[src/rtl/vga_line_requester.sv]
// VGA timing generator + per-line FIFO load requester; pixels/syncs leave one register stage after the counters.
// No backpressure: an empty FIFO in the active area shows black and flags underflow (VGA_UNDERFLOW_CNT_EN adds a saturating count).
module vga_line_requester #(
  parameter int H_ACTIVE     = 1280,
  parameter int H_TOTAL      = 1688,
  parameter int H_SYNC_START = 1328,
  parameter int H_SYNC_END   = 1440,
  parameter int V_ACTIVE     = 1024,
  parameter int V_TOTAL      = 1066,
  parameter int V_SYNC_START = 1025,
  parameter int V_SYNC_END   = 1028
) (
  input  logic        iCLK,
  input  logic        iRST,
  input  logic [5:0]  iFRAME_ID,
  input  logic        iOFFSET_H_SIGN,
  input  logic [7:0]  iOFFSET_H,
  input  logic        iOFFSET_V_SIGN,
  input  logic [7:0]  iOFFSET_V,
  output logic [5:0]  oFRAME_ID,
  output logic        oOFFSET_H_SIGN,
  output logic [7:0]  oOFFSET_H,
  output logic        oOFFSET_V_SIGN,
  output logic [7:0]  oOFFSET_V,
  output logic [12:0] oVGA_LINE_TO_LOAD,
  output logic        oVGA_LOAD_TO_FIFO_REQ,
  input  logic        iFIFO_EMPTY,
  input  logic [7:0]  iFIFO_RDATA,
  output logic        oFIFO_RDREQ,
  output logic [7:0]  oVGA_R,
  output logic [7:0]  oVGA_G,
  output logic [7:0]  oVGA_B,
  output logic        oVGA_HS,
  output logic        oVGA_VS,
  output logic        oVGA_BLANK_N,
  output logic        oUNDERFLOW,
  output logic [15:0] oUNDERFLOW_CNT
);

  localparam int HW = $clog2(H_TOTAL);
  localparam int LW = 13;

  localparam logic [HW-1:0] H_ACT  = HW'(H_ACTIVE);
  localparam logic [HW-1:0] H_REQ  = HW'(H_ACTIVE - 1);
  localparam logic [HW-1:0] H_LAST = HW'(H_TOTAL - 1);
  localparam logic [HW-1:0] H_SS   = HW'(H_SYNC_START);
  localparam logic [HW-1:0] H_SE   = HW'(H_SYNC_END);
  localparam logic [LW-1:0] V_ACT  = LW'(V_ACTIVE);
  localparam logic [LW-1:0] V_LAST = LW'(V_TOTAL - 1);
  localparam logic [LW-1:0] V_SS   = LW'(V_SYNC_START);
  localparam logic [LW-1:0] V_SE   = LW'(V_SYNC_END);

  localparam logic [1:0] ST_IDLE = 2'd0;
  localparam logic [1:0] ST_REQ  = 2'd1;
  localparam logic [1:0] ST_HOLD = 2'd2;

  typedef struct packed {
    logic [5:0] frame_id;
    logic       h_sign;
    logic [7:0] h_off;
    logic       v_sign;
    logic [7:0] v_off;
  } frame_cfg_t;

  logic [HW-1:0] h_cnt_q, h_cnt_d;
  logic [LW-1:0] v_cnt_q, v_cnt_d;
  logic [1:0]    state_q, state_d;
  logic [LW-1:0] line_q, line_d;
  frame_cfg_t    cfg_q, cfg_d;
  logic [7:0]    pix_q, pix_d;
  logic          hs_q, hs_d;
  logic          vs_q, vs_d;
  logic          blank_n_q, blank_n_d;
  logic          uf_q, uf_d;

  logic          h_wrap;
  logic          v_wrap;
  logic          active;
  logic          rd_en;
  logic          uf_evt;
  logic [LW-1:0] next_line;

  // Raster counters
  always_comb begin
    h_wrap  = (h_cnt_q == H_LAST);
    v_wrap  = (v_cnt_q == V_LAST);
    h_cnt_d = h_wrap ? '0 : h_cnt_q + 1'b1;
    v_cnt_d = v_cnt_q;
    if (h_wrap) begin
      v_cnt_d = v_wrap ? '0 : v_cnt_q + 1'b1;
    end
  end

  always_comb begin
    active = (h_cnt_q < H_ACT) && (v_cnt_q < V_ACT);
    rd_en  = active && !iFIFO_EMPTY;
    uf_evt = active && iFIFO_EMPTY;
  end

  // Decode on the incoming count so the REQ cycle coincides with h_cnt==H_ACTIVE-1.
  always_comb begin
    next_line = (v_cnt_d == V_LAST) ? '0 : v_cnt_d + 1'b1;
    state_d   = state_q;
    line_d    = line_q;
    case (state_q)
      ST_IDLE: begin
        if ((h_cnt_d == H_REQ) && (next_line < V_ACT)) begin
          state_d = ST_REQ;
          line_d  = next_line;
        end
      end
      ST_REQ:  state_d = ST_HOLD;
      ST_HOLD: begin
        if (h_wrap) begin
          state_d = ST_IDLE;
        end
      end
      default: state_d = ST_IDLE;
    endcase
  end

  // Frame parameters only move on the last blank line so a frame never sees a torn setting.
  always_comb begin
    cfg_d = cfg_q;
    if ((h_cnt_q == '0) && v_wrap) begin
      cfg_d.frame_id = iFRAME_ID;
      cfg_d.h_sign   = iOFFSET_H_SIGN;
      cfg_d.h_off    = iOFFSET_H;
      cfg_d.v_sign   = iOFFSET_V_SIGN;
      cfg_d.v_off    = iOFFSET_V;
    end
  end

  always_comb begin
    pix_d     = rd_en ? iFIFO_RDATA : 8'd0;
    hs_d      = (h_cnt_q >= H_SS) && (h_cnt_q < H_SE);
    vs_d      = (v_cnt_q >= V_SS) && (v_cnt_q < V_SE);
    blank_n_d = active;
    uf_d      = uf_q | uf_evt;
  end

  always_ff @(posedge iCLK or posedge iRST) begin
    if (iRST) begin
      h_cnt_q   <= '0;
      v_cnt_q   <= V_LAST;
      state_q   <= ST_IDLE;
      line_q    <= '0;
      cfg_q     <= '0;
      pix_q     <= '0;
      hs_q      <= 1'b0;
      vs_q      <= 1'b0;
      blank_n_q <= 1'b0;
      uf_q      <= 1'b0;
    end else begin
      h_cnt_q   <= h_cnt_d;
      v_cnt_q   <= v_cnt_d;
      state_q   <= state_d;
      line_q    <= line_d;
      cfg_q     <= cfg_d;
      pix_q     <= pix_d;
      hs_q      <= hs_d;
      vs_q      <= vs_d;
      blank_n_q <= blank_n_d;
      uf_q      <= uf_d;
    end
  end

`ifdef VGA_UNDERFLOW_CNT_EN
  logic [15:0] uf_cnt_q, uf_cnt_d;

  always_comb begin
    uf_cnt_d = uf_cnt_q;
    if (uf_evt && (uf_cnt_q != 16'hFFFF)) begin
      uf_cnt_d = uf_cnt_q + 16'd1;
    end
  end

  always_ff @(posedge iCLK or posedge iRST) begin
    if (iRST) begin
      uf_cnt_q <= '0;
    end else begin
      uf_cnt_q <= uf_cnt_d;
    end
  end

  assign oUNDERFLOW_CNT = uf_cnt_q;
`else
  assign oUNDERFLOW_CNT = 16'd0;
`endif

  assign oFRAME_ID             = cfg_q.frame_id;
  assign oOFFSET_H_SIGN        = cfg_q.h_sign;
  assign oOFFSET_H             = cfg_q.h_off;
  assign oOFFSET_V_SIGN        = cfg_q.v_sign;
  assign oOFFSET_V             = cfg_q.v_off;
  assign oVGA_LINE_TO_LOAD     = line_q;
  assign oVGA_LOAD_TO_FIFO_REQ = (state_q == ST_REQ);
  assign oFIFO_RDREQ           = rd_en;
  assign oVGA_R                = pix_q;
  assign oVGA_G                = pix_q;
  assign oVGA_B                = pix_q;
  assign oVGA_HS               = hs_q;
  assign oVGA_VS               = vs_q;
  assign oVGA_BLANK_N          = blank_n_q;
  assign oUNDERFLOW            = uf_q;

endmodule

[config.mk]
export PLATFORM = sky130hd
export DESIGN_NAME = vga_line_requester
export DESIGN_NICKNAME = d
export VERILOG_FILES = /design/src/rtl/vga_line_requester.sv
export SDC_FILE = /design/constraint.sdc
export NUM_CORES = 1
export LEC_CHECK = 0
export ABC_AREA = 1
export ABC_CLOCK_PERIOD_IN_PS = 4900
export CAP_MARGIN = 5
export CELL_PAD_IN_SITES_DETAIL_PLACEMENT = 1
export CELL_PAD_IN_SITES_GLOBAL_PLACEMENT = 2
export CORE_MARGIN = 2
export CORE_UTILIZATION = 25
export DETAILED_ROUTE_END_ITERATION = 7
export HOLD_SLACK_MARGIN = 0.1
export PLACE_DENSITY = 0.78
export SYNTH_ARGS = -nofsm -noshare
export SYNTH_HDL_FRONTEND = slang
export SYNTH_SLANG_ARGS = --single-unit
[constraint.sdc]
create_clock -name iCLK -period 4.9 [get_ports iCLK]
set_input_delay 0.98 -clock iCLK [delete_from_list [all_inputs] [get_ports iCLK]]
set_output_delay 0.98 -clock iCLK [all_outputs]
set_load 0.005 [all_outputs]
## After elaboration in Yosys (flattened, before gate mapping)

Index checks and enable logic that the tools add are counted.

| storage, ports and cells | value |
|---|---|
| bits in registers | 75 |
| input port bits | 35 |
| output and inout bits | 83 |
| word-level logic and storage cells | 53 |

| operators by class | value |
|---|---|
| $add $sub $neg | 3 |
| $lt $le $gt $ge | 7 |
| eq/ne operators | 8 |
| muxes and demuxes | 8 |
| bitwise gates (word level) | 1 |
| reduce and logical (&&, ||, !) cells | 12 |

Operators by type and width:

| cell | count |
|---|---|
| $lt A13 B11 Y1 const B | 3 |
| $mux W13 | 3 |
| $add A13 B1 Y13 const B | 2 |
| $eq A13 B11 Y1 const B | 2 |
| $eq A11 B11 Y1 const B | 2 |
| $lt A11 B11 Y1 const B | 2 |
| $ge A13 B11 Y1 const B | 1 |
| $add A11 B1 Y11 const B | 1 |
| $ge A11 B11 Y1 const B | 1 |
| $logic_not A11 Y1 | 1 |
| $mux W11 | 1 |
| $mux W8 | 1 |
| $logic_and A1 B1 Y1 | 7 |
| $pmux W2 S3 | 1 |
| $mux W2 | 2 |
| $ne A2 B2 Y1 const B | 2 |
| $reduce_and A2 Y1 | 2 |
| $eq A2 B1 Y1 const B | 1 |
| $eq A2 B2 Y1 const B | 1 |
| $logic_not A2 Y1 | 1 |
| $logic_not A1 Y1 | 1 |
| $or A1 B1 Y1 | 1 |

## Logic depth before layout (Yosys ltp)

Gate-level depths: netlist of run 1.

| depth | value |
|---|---|
| word-level depth | 9 |
| gate-level depth with buffers | 20 |

## Least setup slack after synthesis of run 1

No wires, ideal clock.

| timing path | value |
|---|---|
| path type | register to register |
| start | register h_cnt_q[0] |
| end | register line_q[1], in the netlist oVGA_LINE_TO_LOAD[1] |
| arrival time | 2.453 ns |
| setup slack | 2.330 ns |
| cell stages (with the launch flop) | 19 |
| path buffers | 2 |
| clock period less this slack | 2.570 ns |
| path through | dfrtp_1 > ha_1 > nand2_1 > clkinv_2 > nand3_2 > nor2_4 > buf_8 > nand2_1 > nand3_2 > inv_1 > ha_1 > nand3_1 > nor2_4 > nand4_2 > o21bai_2 > nand3_2 > buf_6 > nand2_1 > nand2_1 |

| between the ends | value |
|---|---|
| word-level cells in the longest chain between the ends | 7 |
| elaborated cells between the ends (all ways) | 11 |
| those cells by class | add/sub (2); order compare (1); eq/ne (3); mux (3); reduce/logical (2) |

Ends and longest elaborated chain:

| element | RTL line | source |
|---|---|---|
| start, declared | 65 | `logic [HW-1:0] h_cnt_q, h_cnt_d;` |
| start signal, assigned | 155 | `h_cnt_q <= h_cnt_d;` |
| $eq A11 B11 Y1 * | 85 | `h_wrap = (h_cnt_q == H_LAST);` |
| $mux W13 * | 89 | `if (h_wrap) begin` |
| net v_cnt_d[0] | 66 | `logic [LW-1:0] v_cnt_q, v_cnt_d;` |
| $add A13 B1 Y13 or $eq A13 B11 Y1 (tied branches) | 102 | `next_line = (v_cnt_d == V_LAST) ? '0 : v_cnt_d + 1'b1;` |
| $mux W13 * | 102 |  |
| $lt A13 B11 Y1 | 107 | `if ((h_cnt_d == H_REQ) && (next_line < V_ACT)) begin` |
| $logic_and A1 B1 Y1 | 107 |  |
| $reduce_and A2 Y1 (no source line) | -- |  |
| end signal, assigned | 158 | `line_q <= line_d;` |
| end, declared | 68 | `logic [LW-1:0] line_q, line_d;` |

Mark *: on every way through the listed nets, which the timed path passes. The rest lies on a longest branch.
A chain may end at the register's enable or synchronous reset.

## Final worst setup path of run 1

| timing path | value |
|---|---|
| start | register h_cnt_q[1] |
| end | register line_q[12], in the netlist oVGA_LINE_TO_LOAD[12] |

The elaborated chain is that of the path after synthesis.

==> results of run 1 <==
-- power by group --
| group | switching (mW) | leakage, nW | internal (mW) |
|---|---|---|---|
| Sequential | 0.00755 | 0.944 | 0.633 |
| Combinational | 0.0360 | 1.59 | 0.0667 |
| Clock | 0.261 | 0.144 | 0.403 |
| Total | 0.305 | 2.68 | 1.10 |
-- path summary, 6_finish.rpt --
check | cells past startpoint | endpoint
worst min-delay path | 1 | oUNDERFLOW$_DFF_PP0_
min in group asynchronous | 2 | oOFFSET_H[3]$_DFFE_PP0P_
max in group asynchronous | 3 | v_cnt_q[10]$_DFF_PP1_
worst max-delay path | 17 | oVGA_LINE_TO_LOAD[12]$_DFFE_PP0P_
worst min register to register | 1 | oUNDERFLOW$_DFF_PP0_
worst max register to register | 17 | oVGA_LINE_TO_LOAD[12]$_DFFE_PP0P_
-- logic make-up (layout without fill, tap and decap cells) --
group | Yosys count | count (layout) | synth area share, %
adders and majority gates | 7 | 7 | 1.96
muxes | 24 | 24 | 6.06
other | 1 | 16 | 0.0841
buffers and inverters | 122 | 195 | 14.1
xor gates and xnor gates | 6 | 6 | 1.18
and+or+nand+nor | 288 | 288 | 32.1
AOI/OAI and AO/OA | 15 | 15 | 2.30
DFF | 75 | 75 | 42.2
-- cell usage after synthesis, types with 2 or more instances --
library cell               count  share of area [%]
sky130_fd_sc_hd__nand3_1      37                4.2
sky130_fd_sc_hd__o21bai_1      2               0.34
sky130_fd_sc_hd__inv_1        64                5.4
sky130_fd_sc_hd__buf_4        37                6.2
sky130_fd_sc_hd__dfrtp_1      71                 40
sky130_fd_sc_hd__xor2_1        6                1.2
sky130_fd_sc_hd__buf_6         2               0.51
sky130_fd_sc_hd__inv_2        12                1.0
sky130_fd_sc_hd__nand3_4       4                1.6
sky130_fd_sc_hd__nand2_4       2               0.51
sky130_fd_sc_hd__nor2_2        4               0.56
sky130_fd_sc_hd__nand4_1      24                3.4
sky130_fd_sc_hd__o21ai_0       5               0.56
sky130_fd_sc_hd__nand2_2      14                2.0
sky130_fd_sc_hd__dfstp_2       4                2.4
sky130_fd_sc_hd__ha_1          7                2.0
sky130_fd_sc_hd__mux2_2       24                6.1
sky130_fd_sc_hd__nor3_1        6               0.67
sky130_fd_sc_hd__buf_2         2               0.22
sky130_fd_sc_hd__nor2_4        5                1.3
sky130_fd_sc_hd__o21ai_1       2               0.22
sky130_fd_sc_hd__nand2_1     111                9.3
sky130_fd_sc_hd__nand3_2       7                1.6
sky130_fd_sc_hd__nor2_1       68                5.7
-- metal layers --
layer	wire length (um)	up-vias
met5	0	-
met4	237	0
met3	598	17
met2	6650	77
met1	5470	1821
li1	-	1818
-- flip-flops by register name (all words and copies together), names as in the netlist --
name / count
h_cnt_q: 11
oFRAME_ID: 6
oOFFSET_H: 8
oOFFSET_H_SIGN: 1
oOFFSET_V: 8
oOFFSET_V_SIGN: 1
oUNDERFLOW: 1
oVGA_B: 8
oVGA_BLANK_N: 1
oVGA_HS: 1
oVGA_LINE_TO_LOAD: 13
oVGA_VS: 1
state_q: 2
v_cnt_q: 13
-- layout by cell type, fill, tap and decap left out, types with 7 or more instances in the layout --
cell type and n:
sky130_fd_sc_hd__clkbuf_16 9, sky130_fd_sc_hd__nand3_1 37, sky130_fd_sc_hd__nand2_1 111, sky130_fd_sc_hd__nand3_2 7
sky130_fd_sc_hd__nor2_1 68, sky130_fd_sc_hd__nand2_2 14, sky130_fd_sc_hd__conb_1 16, sky130_fd_sc_hd__dfrtp_1 71
sky130_fd_sc_hd__mux2_2 24, sky130_fd_sc_hd__inv_1 63, sky130_fd_sc_hd__clkdlybuf4s50_1 101, sky130_fd_sc_hd__nand4_1 24
sky130_fd_sc_hd__ha_1 7, sky130_fd_sc_hd__inv_2 13
-- area by class of cell --
class	count	area (sq um)	area share (%)
sequential	75	1880	32.6
tap	225	282	4.87
multi-input combinational	356	2010	34.7
inverter	78	294	5.09
clock buffer	10	239	4.13
clock inverter	4	52.6	0.909
timing repair buffer	103	1030	17.7
-- worst reg2reg max path, stage by stage (launching register included) --
cell                       delay [ns]
sky130_fd_sc_hd__dfrtp_1         0.41
sky130_fd_sc_hd__ha_1            0.27
sky130_fd_sc_hd__nand2_1         0.11
sky130_fd_sc_hd__clkinv_2        0.09
sky130_fd_sc_hd__nand3_2         0.10
sky130_fd_sc_hd__nor2_4          0.29
sky130_fd_sc_hd__nand2_1         0.18
sky130_fd_sc_hd__nand3_2         0.15
sky130_fd_sc_hd__inv_1           0.11
sky130_fd_sc_hd__ha_1            0.22
sky130_fd_sc_hd__nand3_1         0.14
sky130_fd_sc_hd__nor2_4          0.07
sky130_fd_sc_hd__nand3_2         0.09
sky130_fd_sc_hd__nor2_1          0.04
sky130_fd_sc_hd__nor2_1          0.57
sky130_fd_sc_hd__nand3_2         0.39
sky130_fd_sc_hd__inv_1           0.23
sky130_fd_sc_hd__nor2_1          0.06
-- through the flow --
step | worst slack (ns) | utilization, % | instance area, sq um | hold WS (ns) | power (mW)
finish | 1.28 | 33.3 | 5780 | 0.459 | 1.41
global route | 0.896 | 33.3 | 5780 | 0.484 | 1.47
CTS | 1.21 | 33.3 | 5780 | 0.464 | 1.43
detailed placement | 1.24 | 31.6 | 5490 | 0.451 | 0.757
global placement | 1.50 | 31.6 | 5490 | 0.441 | 0.753
floorplan | 2.02 | - | 4510 | 0.451 | 0.696
==> metrics.md, run 1 <==
| Metric | Value |
|---|---|
| Clock slew at reported path FFs | `0.06 ns` |
| Hold path start | `oUNDERFLOW$_DFF_PP0_` |
| CTS sink cnt | `75` |
| Placeable core region | `17,400 sq um` |
| Non-filler cells in the finished layout | `851` |
| Count of routing violations after the opening detailed-route iteration | `185` |
| Post-synth top flop | `sky130_fd_sc_hd__dfrtp_1` |
| Starting Density | `25.7%` |
| HPWL after detailed placement | `10,400 um` |
| Crit path cell chain | `ha_1 -> nand2_1 -> clkinv_2 -> nand3_2 -> nor2_4 -> nand2_1 -> nand3_2 -> inv_1 -> ha_1 -> nand3_1 -> nor2_4 -> nand3_2 -> nor2_1 -> nor2_1 -> nand3_2 -> inv_1 -> nor2_1` |
| Max-slew headroom | `31.3%` |
| Flip-flop and latch count after synthesis | `75` |
| Buffer depth of the longest clock path | `2` |
| Delay contributed by the slowest stage of the critical path | `0.57 ns` |
| Die area | `18,900 sq um` |
| Cell count after placement | `837` |
| Global routing usage on met3 | `2.87%` |
| Number of resized instances in the post-cts repair step | `0` |
| Final routed wire length divided by cell count | `15.2 um` |
| Post-CTS Repair Setup Buffers | `0` |
| Startpoint type of the worst setup path | `flip-flop` |
| TritonCTS Buffers | `9` |
| Crit path kind | `reg -> reg` |
| Cell type with the highest occurrence count on the critical path | `sky130_fd_sc_hd__nand3_2` |
| Detailed-router iteration count before antenna repair | `4` |
| Cell Rows | `48` |
| Post-DRT Antenna Nets | `0` |
| Detail-routed via count per cell | `4.39` |
| First-pass GRT wire length | `20,700 um` |
| Global routing met1 resource utilization | `17.0%` |
| Share of cells above drive strength 1 | `15.8%` |
| Routability congestion estimate from global placement | `0.862` |
| Number of buffers and inverters on the critical path | `3` |
| Final clock period utilization by the worst path | `73.9%` |
| Number of synthesized flops with an enable pin | `0` |
| Reg-to-reg setup timing slack | `1.28 ns` |
| Top Ports | `118` |
| Number of hold-slack violations in the final timing report | `0` |
| Die Y | `138 um` |
| Endpoints failing setup | `0` |
| Worst Skew | `0.00343 ns` |
| Maximum Capacitance Violations | `0` |
| Sequential element share of the synthesized area | `42.2%` |
| Critical Path End Type | `flip-flop` |
| FF-to-FF Start | `h_cnt_q[1]$_DFF_PP0_` |
| Pins over their slew limit | `0` |
| Slew at the pin closest to its max-slew limit | `1.03 ns` |
| Avg Inst Size Synth | `8.29 sq um` |
| Run status | `finished clean` |
| Synthesized netlist cell count | `538` |
| Area of the mapped netlist | `4460 sq um` |
| Highest ir drop seen on vdd | `164 uV` |
| Post-synth ARST share | `100%` |
| Hold-fix buffers at CTS | `0` |
| Aggregate negative setup slack | `0 ns` |
| Total of warnings raised by yosys | `0` |
| Crit-path leading delay family | `simple AND/OR/NAND/NOR gates` |
| Startpoint of the most critical setup path | `h_cnt_q[1]$_DFF_PP0_` |
| Cell area power density | `244 nW/um^2` |
| Input/output buffers | `101` |
| Maximum number of pins on one net before global-route repair | `34` |
| Setup repair after global routing missed its margin | `false` |
| Remaining design rule violation count | `0` |
| Global routing usage on met2 | `25.1%` |
| Number of H-tree levels | `3` |
| Largest fanout on the critical path | `13` |
| Post-synthesis cell type count | `42` |
| Achievable clock frequency | `276 MHz` |
| Via count of the routed design | `3,733` |
| Horizontal extent of the die | `138 um` |
| Clock latency on the worst-skew pair | `0.34 ns` |
| Worst endpoint data arrival time | `3.85 ns` |
| Required time reported for the critical path endpoint | `5.13 ns` |
| Leakage power | `2.68 nW` |
| HP Class | `reg -> reg` |
| Area growth from synthesis to final layout | `29.7%` |
| Critical-path cell with the highest stage delay | `sky130_fd_sc_hd__nor2_1` |
| Filler cell count | `2,041` |
| Final #Nets | `665` |
| GRT Max-Usage Layer | `met2` |
| Residual overflow from global routing | `0` |
| Final wirelength | `13,000 um` |
| Vias in the first global route | `3,957` |
| TritonCTS clock tree | `yes` |
| GRT Total Usage | `14.3%` |
| Number of antenna violations at the first check in global routing | `0` |
| Minimum clock period after layout | `3.62 ns` |
| Root buffer cell | `sky130_fd_sc_hd__clkbuf_16` |
| Diode insertion count for antenna repair | `0` |
No activity file was read; power rests on OpenSTA's default activity.
==> run 2: changes to the inputs <==
Settings changed: ABC_CLOCK_PERIOD_IN_PS 4900 to 3500.
Clock period 4.9 ns to 3.5 ns, I/O delays scaled along.
==> run 2 against run 1 <==
  * Sequential share of layout area fell by 0.19 points
  * Sequential power rose by 40%
  * Maximum frequency rose by 15%
  * Final cell count rose by 0.47%
  * Via count rose by 1.3%
  * Largest power group unchanged
==> metrics.md, run 2 (synthesis gave the netlist of run 1 again) <==
| Metric | Value |
|---|---|
| Run status | `finished clean` |
| Pins over their slew limit | `0 (unchanged)` |
| Residual overflow from global routing | `0 (unchanged)` |
| Endpoints failing setup | `0 (unchanged)` |
| Hold-fix buffers at CTS | `0 (unchanged)` |
| Required time reported for the critical path endpoint | `3.73 ns (-1.40 ns)` |
| Setup repair after global routing missed its margin | `false` |
| Starting Density | `25.7% (unchanged)` |
| Number of resized instances in the post-cts repair step | `0 (unchanged)` |
| TritonCTS clock tree | `yes` |
| Remaining design rule violation count | `0 (unchanged)` |
| Slew at the pin closest to its max-slew limit | `1.02 ns (-0.00633 ns)` |
| HP Class | `reg -> reg` |
| Final routed wire length divided by cell count | `15.2 um (+0.10%)` |
| Maximum Capacitance Violations | `0 (unchanged)` |
| First-pass GRT wire length | `20,600 um (-0.27%)` |
| Startpoint type of the worst setup path | `flip-flop` |
| Number of hold-slack violations in the final timing report | `0 (unchanged)` |
| Leakage power | `2.69 nW (+0.61%)` |
| Worst endpoint data arrival time | `3.37 ns (-0.48 ns)` |
| Horizontal extent of the die | `138 um (unchanged)` |
| Crit path kind | `reg -> reg` |
| Filler cell count | `2,019 (-1.1%)` |
| Number of antenna violations at the first check in global routing | `0 (unchanged)` |
| Minimum clock period after layout | `3.14 ns (-0.484 ns)` |
| Area growth from synthesis to final layout | `30.4%` |
| Die Y | `138 um (unchanged)` |
| Post-CTS Repair Setup Buffers | `0 (unchanged)` |
| Aggregate negative setup slack | `0 ns (unchanged)` |
| Top Ports | `118 (unchanged)` |
| Worst Skew | `0.00630 ns (+0.00287 ns)` |
| Critical Path End Type | `flip-flop` |
| Achievable clock frequency | `319 MHz (+15%)` |
| Buffer depth of the longest clock path | `2 (unchanged)` |
| Most common cell after layout, fill and taps aside | `sky130_fd_sc_hd__nand2_1` |
| Input/output buffers | `101 (unchanged)` |
| Detail-routed via count per cell | `4.42 (+0.84%)` |
| Clock slew at reported path FFs | `0.06 ns (about the same)` |
| Vias in the first global route | `4,007 (+1.3%)` |
| TritonCTS Buffers | `9 (unchanged)` |
| Highest ir drop seen on vdd | `206 uV (+26%)` |
| Die area | `18,900 sq um (unchanged)` |
| Cell Rows | `48 (unchanged)` |
| Detailed-router iteration count before antenna repair | `4 (unchanged)` |
| CTS sink cnt | `75 (unchanged)` |
| Root buffer cell | `sky130_fd_sc_hd__clkbuf_16` |
| Diode insertion count for antenna repair | `0 (unchanged)` |
| Count of routing violations after the opening detailed-route iteration | `147 (-21%)` |
| Utilization after layout | `33.5% (+0.19 points)` |
| Max-slew headroom | `31.7% (+0.42 points)` |
| Final wirelength | `13,000 um (+0.57%)` |
| Final #Nets | `668 (+0.45%)` |
| Most frequent cells in the layout | `111 x sky130_fd_sc_hd__nand2_1, 101 x sky130_fd_sc_hd__clkdlybuf4s50_1, 71 x sky130_fd_sc_hd__dfrtp_1, 68 x sky130_fd_sc_hd__nor2_1, 63 x sky130_fd_sc_hd__inv_1` |
| Largest fanout on the critical path | `13 (unchanged)` |
| Final clock period utilization by the worst path | `89.7% (+16 points)` |
| Routability congestion estimate from global placement | `0.863 (about the same)` |
| Via count of the routed design | `3,782 (+1.3%)` |
| Number of H-tree levels | `3 (unchanged)` |
| GRT Total Usage | `14.2% (-0.016 points)` |
| HPWL after detailed placement | `10,500 um (+0.72%)` |
| Placeable core region | `17,400 sq um (unchanged)` |
| Maximum number of pins on one net before global-route repair | `40 (+18%)` |
| Share of cells above drive strength 1 | `16.3% (+0.53 points)` |
| Cell area power density | `336 nW/um^2 (+38%)` |
| Post-DRT Antenna Nets | `0 (unchanged)` |
| Clock latency on the worst-skew pair | `0.34 ns (about the same)` |
run 2: layout make-up:
type,count,area [sq um],share of cell area [%]
clock buffer,9,225,3.87
clock inverter,6,65.1,1.12
multi-input combinational,356,2010,34.5
tap,225,282,4.84
timing repair buffer,106,1060,18.2
sequential,75,1880,32.4
inverter,78,294,5.06
run 2: metal layers:
| layer | wire length [um] | up-vias | share of wire, % | global-route usage, % |
|---|---|---|---|---|
| met4 | 167 | 0 | 1.3 | 3.21 |
| li1 | - | 1825 | - | - |
| met1 | 5300 | 1859 | 41 | 16.5 |
| met3 | 820 | 13 | 6.3 | 4.30 |
| met2 | 6740 | 85 | 52 | 25.8 |
| met5 | 0 | - | 0 | 0 |
run 2: metrics by stage:
step | total power, mW | hold WS (ns) | worst slack [ns] | std cells | area, sq um
after floorplan | 0.974 | 0.451 | 0.897 | 553 | 4510
after global placement | 1.05 | 0.441 | 0.517 | 840 | 5520
after detailed placement | 1.06 | 0.460 | 0.326 | 840 | 5520
after CTS | 1.99 | 0.473 | 0.320 | 855 | 5810
after global routing | 2.04 | 0.488 | 0.00340 | 855 | 5810
final | 1.95 | 0.465 | 0.361 | 855 | 5810
run 2: worst paths after layout:
kind | startpoint | cells after the start | to | slack, ns
setup / recovery | h_cnt_q[1]$_DFF_PP0_ | 17 | oVGA_LINE_TO_LOAD[10]$_DFFE_PP0P_ | 0.36
hold / removal | oUNDERFLOW$_DFF_PP0_ | 1 | oUNDERFLOW$_DFF_PP0_ | 0.47
setup reg to reg | h_cnt_q[1]$_DFF_PP0_ | 17 | oVGA_LINE_TO_LOAD[10]$_DFFE_PP0P_ | 0.36
hold reg to reg | oUNDERFLOW$_DFF_PP0_ | 1 | oUNDERFLOW$_DFF_PP0_ | 0.47
max in group asynchronous | iRST | 3 | h_cnt_q[8]$_DFF_PP0_ | 1.95
min in group asynchronous | iRST | 2 | oOFFSET_H[7]$_DFFE_PP0P_ | 0.86
run 2: worst max-delay path, cell delays in order (launching register included):
cell                       delay (ns)
sky130_fd_sc_hd__dfrtp_1         0.41
sky130_fd_sc_hd__ha_1            0.27
sky130_fd_sc_hd__nand2_1         0.12
sky130_fd_sc_hd__clkinv_2        0.10
sky130_fd_sc_hd__nand3_2         0.10
sky130_fd_sc_hd__nor2_4          0.29
sky130_fd_sc_hd__nand2_1         0.18
sky130_fd_sc_hd__nand3_2         0.15
sky130_fd_sc_hd__inv_1           0.10
sky130_fd_sc_hd__ha_1            0.21
sky130_fd_sc_hd__nand3_1         0.13
sky130_fd_sc_hd__nor2_4          0.07
sky130_fd_sc_hd__nand3_2         0.10
sky130_fd_sc_hd__nor2_1          0.05
sky130_fd_sc_hd__nor2_1          0.16
sky130_fd_sc_hd__nand3_2         0.30
sky130_fd_sc_hd__inv_1           0.21
sky130_fd_sc_hd__nor2_1          0.06
run 2: report_power, final:
group          internal, mW  switching, mW  total [mW]
Combinational        0.0942         0.0506       0.145
Clock                 0.549          0.363       0.912
Sequential            0.886         0.0112       0.898
==> run 3: changes to the inputs <==
Settings changed: CTS_CLUSTER_DIAMETER set to 30.
==> results of run 3 <==
Final layout, timing and power as in run 2 (identical DEF).
